## src/rtl/stage_sequencer.sv

```systemverilog
// Stage/step schedule generator for the DNN datapath: read-side schedule plus a
// write-side copy delayed by the fixed datapath latency, bracketed by start/busy/done.
module stage_sequencer #(
  parameter int NSTAGE = 12,
  parameter int SW     = 8,
  parameter int LAT    = 3
) (
  input  logic          i_clk,
  input  logic          i_rst,
  input  logic          i_start,
  input  logic [SW-1:0] i_n_step,
  input  logic [3:0]    i_last_stage,
  output logic          o_rd_en,
  output logic [3:0]    o_rd_stage,
  output logic [SW-1:0] o_rd_step,
  output logic          o_rd_lstep,
  output logic          o_wr_en,
  output logic [3:0]    o_wr_stage,
  output logic          o_wr_lstep,
  output logic          o_busy,
  output logic          o_done
);

  localparam int             CW       = (LAT > 1) ? $clog2(LAT) : 1;
  localparam logic [3:0]     MAX_STG  = 4'(NSTAGE - 1);
  localparam logic [CW-1:0]  LAST_CNT = CW'(LAT - 1);

  typedef enum logic [1:0] {S_IDLE, S_RUN, S_DRAIN} state_t;

  state_t          r_state;
  logic [SW-1:0]   r_nstep;
  logic [SW-1:0]   r_step;
  logic [3:0]      r_last;
  logic [3:0]      r_stage;
  logic [CW-1:0]   r_cnt;
  logic            r_done;
  // Each entry packs {en, stage[3:0], lstep}.
  logic [LAT-1:0][5:0] r_pipe;

  logic            w_run;
  logic            w_lstep;
  logic [5:0]      w_rd_bits;

  assign w_run      = (r_state == S_RUN);
  assign w_lstep    = w_run && (r_step == r_nstep);
  assign o_rd_en    = w_run;
  assign o_rd_stage = w_run ? r_stage : '0;
  assign o_rd_step  = w_run ? r_step  : '0;
  assign o_rd_lstep = w_lstep;
  assign o_busy     = (r_state != S_IDLE);
  assign o_done     = r_done;
  assign w_rd_bits  = {w_run, o_rd_stage, w_lstep};

  assign o_wr_en    = r_pipe[LAT-1][5];
  assign o_wr_stage = o_wr_en ? r_pipe[LAT-1][4:1] : '0;
  assign o_wr_lstep = o_wr_en ? r_pipe[LAT-1][0]   : 1'b0;

  always_ff @(posedge i_clk) begin
    if (i_rst) begin
      r_pipe <= '0;
    end else begin
      r_pipe[0] <= w_rd_bits;
      for (int i = 1; i < LAT; i++) r_pipe[i] <= r_pipe[i-1];
    end
  end

  always_ff @(posedge i_clk) begin
    if (i_rst) begin
      r_state <= S_IDLE;
      r_nstep <= '0;
      r_last  <= '0;
      r_step  <= '0;
      r_stage <= '0;
      r_cnt   <= '0;
      r_done  <= 1'b0;
    end else begin
      r_done <= 1'b0;
      case (r_state)
        S_IDLE: begin
          if (i_start) begin
            r_nstep <= i_n_step;
            r_last  <= (i_last_stage > MAX_STG) ? MAX_STG : i_last_stage;
            r_step  <= '0;
            r_stage <= '0;
            r_state <= S_RUN;
          end
        end
        S_RUN: begin
          if (r_step == r_nstep) begin
            r_step <= '0;
            if (r_stage == r_last) begin
              r_stage <= '0;
              r_cnt   <= '0;
              r_state <= S_DRAIN;
            end else begin
              r_stage <= r_stage + 4'd1;
            end
          end else begin
            r_step <= r_step + 1'b1;
          end
        end
        S_DRAIN: begin
          // Hold off done until the last read has reached the write side.
          if (r_cnt == LAST_CNT) begin
            r_state <= S_IDLE;
            r_done  <= 1'b1;
          end else begin
            r_cnt <= r_cnt + 1'b1;
          end
        end
        default: r_state <= S_IDLE;
      endcase
    end
  end

endmodule
```

## config.mk

```make
export PLATFORM = sky130hd
export DESIGN_NAME = stage_sequencer
export DESIGN_NICKNAME = d
export VERILOG_FILES = /design/src/rtl/stage_sequencer.sv
export SDC_FILE = /design/constraint.sdc
export NUM_CORES = 1
export LEC_CHECK = 0
export ABC_CLOCK_PERIOD_IN_PS = 2200
export CORE_MARGIN = 1
export CORE_UTILIZATION = 52
export DETAILED_ROUTE_END_ITERATION = 16
export PLACE_DENSITY = 0.79
export SLEW_MARGIN = 15
export SYNTH_ARGS = -nofsm -noshare
export SYNTH_HDL_FRONTEND = slang
export SYNTH_SLANG_ARGS = --single-unit
export TNS_END_PERCENT = 50
```

## constraint.sdc

```tcl
create_clock -name i_clk -period 2.2 [get_ports i_clk]
set_input_delay 0.33 -clock i_clk [delete_from_list [all_inputs] [get_ports i_clk]]
set_output_delay 0.33 -clock i_clk [all_outputs]
set_load 0.02 [all_outputs]
```

Word level (Yosys, flattened, before mapping)
Cells that the tools add are included.
Widths: inputs -> output; s select.
{"block": "word_totals", "register_bits": 47, "output_inout_bits": 22, "word_cells": 58}
{"block": "op_classes", "add_sub_neg": 3, "order_cmp": 1, "eq_ne": 10, "n_mux": 22, "bitwise_logic": 1, "reduce_logical": 11}
{"cell": "$mux 4", "n": 6}
{"cell": "$mux 8", "n": 3}
{"cell": "$pmux 8 s2", "n": 1}
{"cell": "$mux 2", "n": 7}
{"cell": "$add 8x1->8 const B", "n": 1}
{"cell": "$eq 8x8->1", "n": 1}
{"cell": "$pmux 4 s2", "n": 1}
{"cell": "$reduce_and 4->1", "n": 2}
{"cell": "$ne 2x2->1 const B", "n": 3}
{"cell": "$pmux 2 s3", "n": 1}
{"cell": "$reduce_bool 2->1", "n": 3}
{"cell": "$add 4x1->4 const B", "n": 1}
{"cell": "$eq 2x2->1 const B", "n": 2}
{"cell": "$eq 4x4->1", "n": 1}
{"cell": "$gt 4x4->1 const B", "n": 1}
{"cell": "$ne 2x1->1 const B", "n": 2}
{"cell": "$pmux 2 s2", "n": 1}
{"cell": "$reduce_and 2->1", "n": 2}
{"cell": "$reduce_and 3->1", "n": 1}
{"cell": "$add 2x1->2 const B", "n": 1}
{"cell": "$eq 2x1->1 const B", "n": 1}
{"cell": "$logic_not 2->1", "n": 1}
{"cell": "$mux 1", "n": 2}
{"cell": "$reduce_or 2->1", "n": 1}
{"cell": "other kinds (2)", "n": 2}

Depth between registers and ports, before layout
Gate-level depths: netlist (run 1).
{"block": "depth", "word_depth": 4, "mapped_depth": 6, "depth_no_buf": 5}

Worst setup path after synthesis (run 1)
Ideal clock, no wire load.
{"block": "synth_path", "path_kind": "register to output", "start": "register r_state[1]", "end": "output o_rd_stage[0]", "arrival_time_ps": 1261, "required_time_ps": 1870, "path_slack_ps": 609, "stages_incl_launch_ff": 5, "path_cell_list": "dfxtp_1 nand2b_1 inv_2 clkbuf_1 and2_1"}
{"block": "synth_via", "elab_chain_cells": 2}
{"item": "start, declared", "line_no": "30", "text": "state_t r_state;"}
{"item": "start signal, assigned", "line_no": "69", "text": "r_state <= S_IDLE;"}
{"item": "start signal, assigned", "line_no": "85", "text": "r_state <= S_RUN;"}
{"item": "start signal, assigned", "line_no": "94", "text": "r_state <= S_DRAIN;"}
{"item": "$eq 2x1->1", "line_no": "44", "text": "assign w_run = (r_state == S_RUN);"}
{"item": "net o_rd_en", "line_no": "13", "text": "output logic o_rd_en,"}
{"item": "$mux 4", "line_no": "47", "text": "assign o_rd_stage = w_run ? r_stage : '0;"}
{"item": "end, declared", "line_no": "14", "text": "output logic [3:0] o_rd_stage,"}
The timed path passes the listed nets, and every way through them passes these cells.

Worst setup path after layout (run 1)
{"block": "layout_path", "start": "register r_state[1]", "end": "output o_rd_step[5]"}
{"block": "layout_via", "elab_chain_cells": 2}
{"item": "$eq 2x1->1", "line_no": "44"}
{"item": "$mux 8", "line_no": "48", "text": "assign o_rd_step = w_run ? r_step : '0;"}
{"item": "end, declared", "line_no": "15", "text": "output logic [SW-1:0] o_rd_step,"}
Every way passes these cells.

==> flow_summary.json, run 1 <==
{
  "wl_per_cell_um": 13.1,
  "dr.pass1.iters": 4,
  "dp_slack_ns": 0.223,
  "p_leak_nw": 1.00,
  "routed_wirelength_mm": 4.28,
  "die_w_um": 65.0,
  "clock.fmax_mhz": 474,
  "cts_hold_buf": 0,
  "ctsHtreeMaxLevel": 2,
  "ys_warn_count": 0,
  "syn2layout_area_growth_pct": 27.8,
  "p_clk_share_pct": 34.4,
  "synth_area_mm2": 0.00207,
  "cts_buffer_depth": 2,
  "start_util_pct": 55.2,
  "synth_nets": 255,
  "cts_tree": "built",
  "critPathLaunch": "r_state[1]",
  "synth_seq_cells": 47,
  "relSlewSlack_pct": 52.6,
  "fin_setup_tns_ns": 0,
  "fillerInstances": 309,
  "netlist_instances": 237,
  "timing.rr.start": "r_step[0]",
  "gr-max-usage-layer": "met2",
  "timing.final.crit_share_pct": 95.8,
  "grtUsageMet1_pct": 29.7,
  "clkSinkCount": 47,
  "max_cap_viol_count": 0,
  "period_minus_slack_ns": 2.11,
  "required_ns": 1.87,
  "p_sw_share_pct": 28.0,
  "setup_ws_ns": 0.0922,
  "outcome": "finished, final reports clean",
  "met2_usage_pct": 38.3,
  "grt_max_degree": 19,
  "met3_usage_pct": 6.16,
  "setup_viol": 0,
  "clockRootBuffer": "clkbuf_8",
  "design.die.area_mm2": 0.00423,
  "grt_pass1_wl_mm": 7.56,
  "multi_input_area_mm2": 0.00104,
  "worst_pin_slew_ns": 0.706,
  "finClkSkew_ns": 0.00520,
  "globalRouteTotalUtil_pct": 23.7,
  "vdd_drop_max_v": 0.000434,
  "io-pin-count": 37,
  "switchingPower_mw": 0.548,
  "end_kind": "output port",
  "drive_gt1_share_pct": 8.60,
  "clkTransAtPathRegs_ns": 0.09,
  "p_seq_share_pct": 46.9,
  "core_area_mm2": 0.00374,
  "crit_fanout": 18,
  "grt_remaining_overflow": 0,
  "crit_arrival_ns": 1.78,
  "critPathLaunchType": "register",
  "dieHeight_um": 65.0,
  "drcViolationCount": 0,
  "avgSynthCellArea_um2": 8.72,
  "hold_viol": 0,
  "internal-power_mw": 1.41,
  "final_common_cell": "dfxtp_1",
  "n_antenna_cell": 0,
  "numCtsBuffers": 5,
  "vias": 1777,
  "routabilityCongestion": 0.867,
  "ff_latch_area_um2": 941,
  "rows": 22,
  "hold_path_class": "register to register",
  "hpwl_mm": 3.06,
  "power_density_mw_per_mm2": 741,
  "portBuffers": 36,
  "ys_seq_area_share_pct": 45.5,
  "ant_nets": 0,
  "final_cell_mix": "dfxtp_1 (47), nand2_1 (33), clkdlybuf4s50_1 (33)",
  "slew_violations": 0,
  "insertion_delay_ns": 0.31,
  "path_class": "register to output port",
  "ys_types": 43,
  "rsz0062_at_grt": "no",
  "vias_per_cell": 5.43,
  "grt_pass1_vias": 1669,
  "fin_nets": 296,
  "drtIter0Drc": 82,
  "antenna_found_initial": 0,
  "p_comb_share_pct": 18.7,
  "hold_start": "r_pipe[3]"
}
-- critical path: stages, from the launching register on --
cell	delay (ns)
dfxtp_1	0.35
nand2b_1	0.20
inv_4	0.17
and2_1	0.16
clkdlybuf4s50_1	0.60
-- state kept, by name, summed over array words and instances, names as in the netlist --
signal / count
r_state: 2
r_pipe: 17
o_wr_en: 1
o_done: 1
r_cnt: 2
r_nstep: 8
r_step: 8
r_stage: 4
r_last: 4
-- per-stage QoR --
step | std cells | instance area, um2 | hold slack, ns | power (mW) | utilization (%)
floorplan | 237 | 2070 | 0.414 | 1.17 | -
detailed placement | 319 | 2510 | 0.428 | 1.30 | 67.2
finish | 327 | 2640 | 0.442 | 1.96 | 70.6
global route | 327 | 2640 | 0.456 | 2.04 | 70.6
CTS | 327 | 2640 | 0.448 | 1.96 | 70.5
global placement | 319 | 2510 | 0.416 | 1.29 | 67.2
-- timing repair --
action,CTS,global route
setup buffers,0,0
gates cloned,0,0
endpoints found under the setup margin,3,2
gates resized for setup,2,2
-- path summary, 6_finish.rpt --
path / end / slack (ns) / cells past startpoint
max: o_rd_step[5] / 0.09 / 4
min: r_pipe[9] / 0.44 / 1
max reg2reg: r_step[6] / 0.51 / 5
min reg2reg: r_pipe[9] / 0.44 / 1
-- layer usage --
| metal | wire [um] | part of all wire (%) |
|---|---|---|
| met2 | 1960 | 46 |
| met3 | 288 | 6.7 |
| met4 | 84 | 2.0 |
| met5 | 0 | 0 |
| met1 | 1950 | 45 |
-- cell usage after synthesis --
library cell	count	area [um2]
o31ai_1	1	7.51
a22oi_1	2	15.0
and3_1	1	6.26
nor4_1	2	12.5
or3_1	1	6.26
nand4_1	5	31.3
a211oi_1	2	15.0
o21ba_2	1	10.0
a211o_1	1	8.76
and4_1	1	8.76
inv_2	1	3.75
nand2_1	33	124
o21a_1	1	7.51
and4_4	1	11.3
o31a_1	1	8.76
mux2i_1	2	20.0
inv_1	5	18.8
nor3b_2	1	12.5
a2111o_1	1	11.3
o21ai_0	3	15.0
nand3b_1	2	15.0
clkbuf_1	11	41.3
nor2b_1	14	87.6
o211ai_1	6	45.0
a21oi_1	16	80.1
nand2b_1	4	25.0
dfxtp_1	47	941
xor2_1	1	8.76
and2_1	18	113
o221ai_1	2	17.5
nand3_1	4	20.0
o22ai_1	2	12.5
a41oi_1	1	8.76
nor3b_1	3	22.5
a31oi_1	4	25.0
buf_6	1	11.3
nor2_1	12	45.0
o41ai_1	1	8.76
nor3_1	3	15.0
a32oi_1	1	8.76
buf_2	2	10.0
ha_1	3	37.5
xnor2_1	13	114
-- cells by family (layout without fill, tap and decap cells) --
logic type / Yosys count / after routing / share of synthesized area, %
AND/OR/NAND/NOR: 105 / 105 / 26.9
multiplexers: 2 / 2 / 0.969
adder cells (fa/ha/maj): 3 / 3 / 1.82
XOR/XNOR: 14 / 14 / 5.93
buffers and inverters: 20 / 62 / 4.12
AO/OA/AOI/OAI: 46 / 46 / 14.8
flip-flops: 47 / 47 / 45.5
-- power by group through the flow --
| stage | registers [mW] | logic [mW] | clock network [mW] |
|---|---|---|---|
| 2_1_floorplan | 0.930 | 0.241 | 0 |
| 3_3_place_gp | 0.935 | 0.357 | 0 |
| 3_5_place_dp | 0.938 | 0.359 | 0 |
| 4_1_cts | 0.918 | 0.363 | 0.681 |
| 5_1_grt | 0.924 | 0.402 | 0.714 |
| 6_report | 0.918 | 0.366 | 0.675 |
-- layout make-up --
| type | instances | area share, % |
|---|---|---|
| timing repair buffer | 48 | 17.2 |
| multi-input combinational | 170 | 39.4 |
| inverter | 6 | 0.947 |
| tap | 48 | 2.27 |
| sequential | 47 | 35.6 |
| clock buffer | 6 | 3.13 |
| clock inverter | 2 | 1.47 |
(Power assumes the default switching activity.)
==> inputs of run 2 (changes only) <==
--- a/config.mk
+++ b/config.mk
@@ -9,6 +9,7 @@
 export CORE_MARGIN = 1
 export CORE_UTILIZATION = 52
 export DETAILED_ROUTE_END_ITERATION = 16
+export HOLD_SLACK_MARGIN = 0.06
 export PLACE_DENSITY = 0.79
 export SLEW_MARGIN = 15
 export SYNTH_ARGS = -nofsm -noshare
==> results of run 2 <==
Same layout as run 1: the final DEF is identical, and so are final timing and power.
